<file path="src/rtl/audio_pkg.sv">
// Shared definitions for the audio DAC path: mute/ramp state encoding,
// the DAC midscale level and the two-source halving mixer.
package audio_pkg;

    typedef enum logic [1:0] {
        MUTED     = 2'b00,
        RAMP_UP   = 2'b01,
        RUN       = 2'b10,
        RAMP_DOWN = 2'b11
    } state_t;

    localparam logic [7:0] MIDSCALE = 8'h80;

    // Offset-binary in, offset-binary out: ((a-128)+(b-128))>>>1 re-biased by 128.
    function automatic logic [7:0] mix8(input logic [7:0] a, input logic [7:0] b);
        logic signed [9:0] m;
        logic signed [9:0] s;
        m = $signed({2'b00, a}) + $signed({2'b00, b}) - 10'sd256;
        s = m >>> 1;
        return s[7:0] + MIDSCALE;
    endfunction

endpackage

</file>
<file path="src/rtl/dac_src_buf.sv">
// One-entry sample buffer plus hold register for a single audio source.
// Ports:
//   clk_i, res_i      clock, asynchronous active-high reset
//   tick_i            sample strobe; moves a buffered sample into the hold register
//   run_i             mixer is in RUN; an empty buffer at a tick is an underrun
//   clr_i             clears the sticky underrun flag
//   data_i, valid_i   source handshake input
//   ready_o           buffer can take a sample this cycle
//   hold_o            sample currently presented to the mixer
//   underrun_o        sticky underrun flag
module dac_src_buf
    import audio_pkg::*;
(
    input  logic       clk_i,
    input  logic       res_i,
    input  logic       tick_i,
    input  logic       run_i,
    input  logic       clr_i,
    input  logic [7:0] data_i,
    input  logic       valid_i,
    output logic       ready_o,
    output logic [7:0] hold_o,
    output logic       underrun_o
);

    logic       full;
    logic [7:0] buf_q;
    logic       accept;

    // On a tick the entry drains into hold, so a new sample can enter even when full.
    assign ready_o = ~full | tick_i;
    assign accept  = valid_i & ready_o;

    always_ff @(posedge clk_i or posedge res_i) begin
        if (res_i) begin
            full       <= 1'b0;
            buf_q      <= '0;
            hold_o     <= MIDSCALE;
            underrun_o <= 1'b0;
        end else begin
            if (clr_i)
                underrun_o <= 1'b0;
            if (tick_i) begin
                if (full)
                    hold_o <= buf_q;
                else if (run_i)
                    underrun_o <= 1'b1;
            end
            if (accept) begin
                buf_q <= data_i;
                full  <= 1'b1;
            end else if (tick_i) begin
                full <= 1'b0;
            end
        end
    end

endmodule

</file>
<file path="src/rtl/dac_mix_ctrl.sv">
// DAC input sequencer: paces two sources at a fixed sample tick, mixes them
// with a halving sum and ramps the DAC code between 0x00 and midscale on
// enable/disable to avoid pops.
// Ports:
//   clk_i, res_i                  clock, asynchronous active-high reset
//   en_i                          1 = unmute, 0 = mute (sampled on ticks only)
//   srcN_data_i/valid_i/ready_o   source N sample handshake
//   dac_o                         registered DAC code
//   tick_o                        one-cycle sample strobe, period TICK_DIV
//   state_o                       MUTED / RAMP_UP / RUN / RAMP_DOWN
//   underrun_o                    sticky per-source underrun flags
module dac_mix_ctrl
    import audio_pkg::*;
#(
    parameter int unsigned TICK_DIV = 64,
    parameter int unsigned RAMP_DIV = 4
) (
    input  logic       clk_i,
    input  logic       res_i,
    input  logic       en_i,
    input  logic [7:0] src0_data_i,
    input  logic       src0_valid_i,
    output logic       src0_ready_o,
    input  logic [7:0] src1_data_i,
    input  logic       src1_valid_i,
    output logic       src1_ready_o,
    output logic [7:0] dac_o,
    output logic       tick_o,
    output logic [1:0] state_o,
    output logic [1:0] underrun_o
);

    localparam int unsigned TW = $clog2(TICK_DIV);
    localparam int unsigned RW = (RAMP_DIV > 1) ? $clog2(RAMP_DIV) : 1;
    localparam logic [TW-1:0] TICK_LAST = TW'(TICK_DIV - 1);
    localparam logic [TW-1:0] TICK_PRE  = TW'(TICK_DIV - 2);
    localparam logic [RW-1:0] RAMP_LAST = RW'(RAMP_DIV - 1);

    state_t        state;
    logic [TW-1:0] tick_cnt;
    logic [RW-1:0] ramp_cnt;
    logic          tick_d;
    logic          en_s;
    logic [7:0]    hold0;
    logic [7:0]    hold1;
    logic [7:0]    mix;
    logic [7:0]    dac_toward;
    logic          ramp_step;
    logic          clr_ur;
    logic          run;

    assign state_o   = state;
    assign run       = (state == RUN);
    assign mix       = mix8(hold0, hold1);
    assign ramp_step = (ramp_cnt == RAMP_LAST);
    // RAMP_UP reaching midscale on a step is the only way into RUN.
    assign clr_ur    = tick_d & (state == RAMP_UP) & en_s & ramp_step & (dac_o == MIDSCALE);

    always_comb begin
        dac_toward = dac_o;
        if (dac_o < MIDSCALE)
            dac_toward = dac_o + 8'd1;
        else if (dac_o > MIDSCALE)
            dac_toward = dac_o - 8'd1;
    end

    // tick_o is registered from the count one ahead so it is high exactly while count==TICK_DIV-1.
    always_ff @(posedge clk_i or posedge res_i) begin
        if (res_i) begin
            tick_cnt <= '0;
            tick_o   <= 1'b0;
            tick_d   <= 1'b0;
            en_s     <= 1'b0;
        end else begin
            tick_cnt <= (tick_cnt == TICK_LAST) ? '0 : tick_cnt + TW'(1);
            tick_o   <= (tick_cnt == TICK_PRE);
            tick_d   <= tick_o;
            if (tick_o)
                en_s <= en_i;
        end
    end

    dac_src_buf u_src0 (
        .clk_i      (clk_i),
        .res_i      (res_i),
        .tick_i     (tick_o),
        .run_i      (run),
        .clr_i      (clr_ur),
        .data_i     (src0_data_i),
        .valid_i    (src0_valid_i),
        .ready_o    (src0_ready_o),
        .hold_o     (hold0),
        .underrun_o (underrun_o[0])
    );

    dac_src_buf u_src1 (
        .clk_i      (clk_i),
        .res_i      (res_i),
        .tick_i     (tick_o),
        .run_i      (run),
        .clr_i      (clr_ur),
        .data_i     (src1_data_i),
        .valid_i    (src1_valid_i),
        .ready_o    (src1_ready_o),
        .hold_o     (hold1),
        .underrun_o (underrun_o[1])
    );

    // Entering a ramp from MUTED, RUN or the opposite ramp takes its first
    // step on the transition tick; only RAMP_UP -> RAMP_DOWN holds the level.
    always_ff @(posedge clk_i or posedge res_i) begin
        if (res_i) begin
            state    <= MUTED;
            dac_o    <= '0;
            ramp_cnt <= '0;
        end else if (tick_d) begin
            unique case (state)
                MUTED: begin
                    ramp_cnt <= '0;
                    dac_o    <= '0;
                    if (en_s) begin
                        state <= RAMP_UP;
                        dac_o <= dac_toward;
                    end
                end
                RAMP_UP: begin
                    if (!en_s) begin
                        state    <= RAMP_DOWN;
                        ramp_cnt <= '0;
                    end else if (ramp_step) begin
                        ramp_cnt <= '0;
                        if (dac_o == MIDSCALE)
                            state <= RUN;
                        else
                            dac_o <= dac_toward;
                    end else begin
                        ramp_cnt <= ramp_cnt + RW'(1);
                    end
                end
                RUN: begin
                    ramp_cnt <= '0;
                    if (!en_s) begin
                        state <= RAMP_DOWN;
                        if (dac_o != '0)
                            dac_o <= dac_o - 8'd1;
                    end else begin
                        dac_o <= mix;
                    end
                end
                RAMP_DOWN: begin
                    if (en_s) begin
                        state    <= RAMP_UP;
                        ramp_cnt <= '0;
                        dac_o    <= dac_toward;
                    end else if (ramp_step) begin
                        ramp_cnt <= '0;
                        if (dac_o == '0)
                            state <= MUTED;
                        else
                            dac_o <= dac_o - 8'd1;
                    end else begin
                        ramp_cnt <= ramp_cnt + RW'(1);
                    end
                end
                default: state <= MUTED;
            endcase
        end
    end

endmodule

</file>
<file path="config.mk">
export PLATFORM = sky130hd
export DESIGN_NAME = dac_mix_ctrl
export DESIGN_NICKNAME = d
export VERILOG_FILES = /design/src/rtl/audio_pkg.sv /design/src/rtl/dac_src_buf.sv /design/src/rtl/dac_mix_ctrl.sv
export SDC_FILE = /design/constraint.sdc
export NUM_CORES = 1
export LEC_CHECK = 0
export CORE_MARGIN = 2
export CORE_UTILIZATION = 61
export DETAILED_ROUTE_END_ITERATION = 12
export PLACE_DENSITY = 0.83
export SYNTH_ARGS = -nofsm -noshare
export SYNTH_HDL_FRONTEND = slang
export SYNTH_HIERARCHICAL = 1
export SYNTH_SLANG_ARGS = --single-unit
</file>
<file path="constraint.sdc">
create_clock -name clk_i -period 7.18 [get_ports clk_i]
set_clock_uncertainty 0.2 [all_clocks]
set_input_delay 1.436 -clock clk_i [delete_from_list [all_inputs] [get_ports clk_i]]
set_output_delay 1.436 -clock clk_i [all_outputs]
set_load 0.01 [all_outputs]
</file>
# After elaboration in Yosys (flattened, before gate mapping)
# Cells that the tools add are included.
# op_classes
addsub	7
multipliers	0
div_mod_pow	0
n_lt_le_gt_ge	2
n_eq_ne	18
shifts	0
muxes	37
bitwise_logic	10
n_reduce_logical	10
# ops
cell	count
8-bit two-way mux	11
8-bit case mux with 4 select lines	1
2-bit two-way mux	11
7-bit AND reduction	2
6-bit equality test (second input constant)	2
3-bit != test (second input constant)	4
1-bit two-way mux	11
2-bit != test (second input constant)	5
8-bit by 8-bit adder with 9-bit output	1
9-bit subtractor (second input constant)	1
8-bit by 1-bit adder with 8-bit output (second input constant)	1
8-bit adder (second input constant)	1
8-bit equality test (second input constant)	1
8-bit greater-than comparator (second input constant)	1
8-bit logical NOT	1
8-bit < comparator (second input constant)	1
2-bit case mux with 4 select lines	1
8-bit nonzero test	1
8-bit by 1-bit subtractor with 8-bit output (second input constant)	1
6-bit by 1-bit adder with 6-bit output (second input constant)	1
1-bit AND	6
2-bit equality test (second input constant)	3
6-bit two-way mux	1
3-bit by 2-bit != test with 1-bit output (second input constant)	2
9 further kinds	13
# totals
reg_bits	57
latchBits	0
ram_bits	0
rom_bits	0
input_bits	21
output_inout_bits	15
elab_cells	99
n_memories	0

# Logic depth before layout (Yosys ltp)
# depth
word_depth	9
mapped_depth	9
depth_no_buf	8

# Modules after synthesis
# Netlist, hierarchy kept.
# by_module_without_submodules
module	instances	cells_each	area_per_inst_um2	seq_area_each_um2
dac_mix_ctrl	1	245	2006.9	525.5
dac_src_buf	2	42	726.9	451.7

# Least setup slack after synthesis
# No wires, ideal clock.
# synth_path
path_type	register to output
startpoint	register tick_o
endpoint	output src0_ready_o
t_arrival_ps	744
required_ps	5544
setup_slack_ps	4800
stages_incl_launch_ff	2
path_buffers	0
path_cell_list	dfrtp_1 nand2b_4
# synth_via
elab_chain_len	1
# synth_rtl
item	line	text
from (decl)	dac_mix_ctrl.sv:28	output logic tick_o,
from (signal assigned)	dac_mix_ctrl.sv:76	tick_o <= (tick_cnt == TICK_PRE);
1-bit bitwise OR	dac_src_buf.sv:31	assign ready_o = ~full | tick_i;
to (decl)	dac_mix_ctrl.sv:23	output logic src0_ready_o,
# No other way between the ends.

# Worst setup path in the final report
# layout_path
startpoint	register dac_o[7]
endpoint	output dac_o[7]
# layout_lines
item	line	text
from (decl)	dac_mix_ctrl.sv:27	output logic [7:0] dac_o,
from (signal assigned)	dac_mix_ctrl.sv:123	dac_o <= dac_toward;
from (signal assigned)	dac_mix_ctrl.sv:135	dac_o <= dac_toward;
from (signal assigned)	dac_mix_ctrl.sv:145	dac_o <= dac_o - 8'd1;
# No word-level cell between the ends.

==> insert_results.sql <==
INSERT INTO impl_metrics (metric_group, metric, value, unit) VALUES
('detailed_routing', 'dr_drc_count', '0', ''),
('sta', 'tightestPinTransition', '958.6', 'ps'),
('sta', 'final.setup.tns', '0', 'ps'),
('sta', 'timing.max_slew.rel_slack', '36.10', '%'),
('detailed_routing', 'postRouteAntennaNets', '0', ''),
('cts', 'worst_setup_hold_path_clk_slew', '70', 'ps'),
('yosys', 'synth.cell_area', '0.003461', 'mm²'),
('global_routing', 'grtUsageTotal', '26.03', '%'),
('sta', 'timing.final.hold_violations', '0', ''),
('cts', 'clockBufferDepth', '2', ''),
('finish', 'layout.cells.most_common', 'sky130_fd_sc_hd__dfrtp_1', ''),
('sta', 'report.final.setup_viol', '0', ''),
('sta', 'timing_max_transition_violations_final', '0', ''),
('finish', 'antenna_diode_count', '0', ''),
('outcome', 'status', 'finished clean', ''),
('cts', 'postCtsResizedCells', '0', ''),
('die', 'die_x', '79.32', 'µm'),
('yosys', 'postSynthAreaPerCell', '10.52', 'µm²'),
('global_routing', 'grt_pass1_vias', '2623', ''),
('finish', 'nNetsFinal', '400', ''),
('detailed_routing', 'drt_iter0_markers', '316', ''),
('yosys', 'count_of_state_elements_after_synthesis', '57', ''),
('die', 'chipHeight', '79.32', 'µm'),
('cts', 'ctsRootBufferMaster', 'sky130_fd_sc_hd__clkbuf_8', ''),
('setup_path', 'crit_type', 'flip-flop to output pin', ''),
('setup_path', 'crit_path_end_kind', 'output pin', ''),
('sta', 'period_minus_slack', '3416', 'ps'),
('cts', 'latest_clock_arrival_within_the_worst_skew_pair', '340', 'ps'),
('yosys', 'synth_flop_cell', 'sky130_fd_sc_hd__dfrtp_1', ''),
('pwr', 'power_leakage', '1.863', 'nW'),
('cts', 'tritoncts.num_buffers', '9', ''),
('detailed_routing', 'routed_wirelength', '7.257', 'mm'),
('yosys', 'synth_seq_area_share', '41.29', '%'),
('setup_path', 'crit_path_max_fanout', '23', ''),
('die', 'fp.dieArea', '0.006292', 'mm²'),
('detailed_routing', 'detail_route.vias_per_cell', '6.096', ''),
('global_routing', 'maximum_number_of_pins_on_one_net_before_global_route_repair', '24', ''),
('detailed_routing', 'routed_wire_length_per_instance', '16.57', 'µm'),
('die', 'io_count', '36', ''),
('finish', 'final_layout_size_suffix_gt1_share', '17.76', '%'),
('global_routing', 'global_route_wire_length_before_repair', '12.68', 'mm'),
('finish', 'layout.core_utilization', '73.64', '%'),
('yosys', 'synth_warnings', '6', ''),
('detailed_routing', 'num_vias', '2670', ''),
('yosys', 'yosysUniqueCellTypes', '66', ''),
('place', 'place.port_buffers', '35', ''),
('place', 'finalWeightedCongestion', '0.8856', ''),
('setup_path', 'chain_of_cells_forming_the_critical_path', 'clkdlybuf4s50_1', ''),
('setup_path', 'worst_path_dominant_cell_family', 'flip-flops', ''),
('cts', 'tritoncts', 'done', ''),
('yosys', 'mappedNetlistNets', '368', ''),
('setup_path', 'worstPathBufferInverterCount', '1', ''),
('finish', 'areaGrowthSynthToFinish', '17.17', '%'),
('setup_path', 'critical-path-slowest-cell', 'sky130_fd_sc_hd__dfrtp_1', ''),
('die', 'core_area', '0.005507', 'mm²'),
('place', 'dp.final_hpwl', '5.217', 'mm'),
('setup_path', 'cp_slowest_stage_delay', '780', 'ps'),
('run', 'cap_violations', '0', ''),
('sta', 'rsz_0062_raised_after_global_routing', 'false', ''),
('pwr', 'peakVddDrop', '128.2', 'µV'),
('finish', 'layout.cells.most_common_list', 'sky130_fd_sc_hd__dfrtp_1 (55), sky130_fd_sc_hd__clkdlybuf4s50_1 (35), sky130_fd_sc_hd__nand2_1 (29)', ''),
('yosys', 'syn_inst', '329', ''),
('cts', 'ctsHoldBuffers', '0', ''),
('die', 'floorplan.initialDensity', '62.85', '%'),
('setup_path', 'timing.critical_path.required', '5540', 'ps'),
('die', 'core.rowCount', '27', ''),
('yosys', 'synth_async_sr_flop_share', '100.0', '%'),
('pwr', 'power.density', '167.4', 'mW/mm²'),
('setup_path', 'cp.arrival', '1780', 'ps'),
('sta', 'period_share', '47.57', '%'),
('yosys', 'synth-edff-count', '0', ''),
('cts', 'cts_sinks', '57', ''),
('sta', 'timing.fmax', '292.8', 'MHz'),
('cts', 'cts_htree_levels', '3', ''),
('global_routing', 'antenna_found_initial', '0', ''),
('cts', 'post-cts-setup-buffer-count', '0', ''),
('global_routing', 'gr-total-overflow', '0', ''),
('detailed_routing', 'drtPass1Iterations', '5', ''),
('min_path', 'class_of_the_most_critical_hold_timing_path', 'flip-flop to flip-flop', ''),
('setup_path', 'critPathLaunchType', 'flip-flop', '');
## per-layer routing
layer	GRT usage (%)	share of wire [%]	wire [µm]	up-vias
met5	0	0	0	-
met4	12.07	3.0	217	0
met3	4.432	4.8	347	22
met2	42.20	49	3577	101
met1	34.13	43	3115	1286
li1	-	-	-	1261
## logic make-up (layout without fill, tap and decap cells)
kind of cell,count (synthesis),after routing,synth area share (%)
AOI/OAI and AO/OA,88,88,17.25
xor gates and xnor gates,11,11,2.784
adders and majority gates,18,18,6.724
buffers and inverters,32,69,3.868
DFF,57,57,41.29
muxes,37,37,13.67
and+or+nand+nor,86,86,14.43
## cell type report
class | instances | area [µm²]
Clock buffer | 11 | 141.4
Clock inverter | 5 | 78.83
Fill cell | 388 | 1451
Inverter | 18 | 67.56
Multi-Input combinational cell | 240 | 1898
Sequential cell | 57 | 1429
Tap cell | 72 | 90.09
Timing Repair Buffer | 35 | 350.3
## path summary, 6_finish.rpt
path	startpoint	endpoint	slack, ps	cells after the start
min in group asynchronous	res_i	u_src1/buf_q[1]$_DFFE_PP0P_	1340	2
max reg2reg	state_o[0]$_DFFE_PP0P_	dac_o[3]$_DFFE_PP0P_	4230	7
max	dac_o[7]$_DFFE_PP0P_	dac_o[7]	3760	1
min reg2reg	ramp_cnt[0]$_DFFE_PP0P_	ramp_cnt[0]$_DFFE_PP0P_	310	1
max in group asynchronous	res_i	dac_o[4]$_DFFE_PP0P_	4820	2
min	ramp_cnt[0]$_DFFE_PP0P_	ramp_cnt[0]$_DFFE_PP0P_	310	1
## state kept, by name, summed over array words and instances (netlist names), 2 cells and up
register	flops
dac_o	8
state_o	2
tick_cnt	6
u_src1/buf_q	8
u_src1/hold_o	8
u_src0/buf_q	8
ramp_cnt	2
u_src0/hold_o	8
## cell usage after synthesis (3+ instances only)
library cell               instances  area (µm²)
sky130_fd_sc_hd__a211oi_1          4       30.03
sky130_fd_sc_hd__a21oi_1          24       120.1
sky130_fd_sc_hd__a22o_1            3       26.28
sky130_fd_sc_hd__a31oi_1           5       31.28
sky130_fd_sc_hd__buf_2             5       25.02
sky130_fd_sc_hd__clkbuf_1          8       30.03
sky130_fd_sc_hd__dfrtp_1          55        1376
sky130_fd_sc_hd__ha_1             17       212.7
sky130_fd_sc_hd__inv_1            17       63.81
sky130_fd_sc_hd__mux2_2           16       180.2
sky130_fd_sc_hd__mux2_4           16       240.2
sky130_fd_sc_hd__mux2i_1           3       30.03
sky130_fd_sc_hd__nand2_1          29       108.9
sky130_fd_sc_hd__nand3_1           8       40.04
sky130_fd_sc_hd__nor2_1           17       63.81
sky130_fd_sc_hd__nor3_1            5       25.02
sky130_fd_sc_hd__o21ai_0          15       75.07
sky130_fd_sc_hd__o22ai_1           4       25.02
sky130_fd_sc_hd__o31ai_1           6       45.04
sky130_fd_sc_hd__or3_1             3       18.77
sky130_fd_sc_hd__xnor2_1           7       61.31
sky130_fd_sc_hd__xor2_1            4       35.03
## metrics by stage
| stage | power (mW) | hold slack, ps | std cells | instance area, µm² | setup slack, ps |
|---|---|---|---|---|---|
| after CTS | 0.6821 | 308.7 | 438 | 4055 | 3786 |
| after detailed placement | 0.3460 | 290.7 | 422 | 3835 | 4149 |
| after global placement | 0.3456 | 268.2 | 422 | 3835 | 4180 |
| final | 0.6790 | 305.9 | 438 | 4055 | 3764 |
| after global routing | 0.7005 | 324.8 | 438 | 4055 | 3698 |
| after floorplan | 0.3323 | 256.9 | 329 | 3461 | 4800 |
## power by group
group | switching, mW | internal (mW)
combinational | 0.00838 | 0.00987
sequential | 0 | 0.321
clock | 0.135 | 0.204
Note: power is estimated with default switching activity, not from simulation.
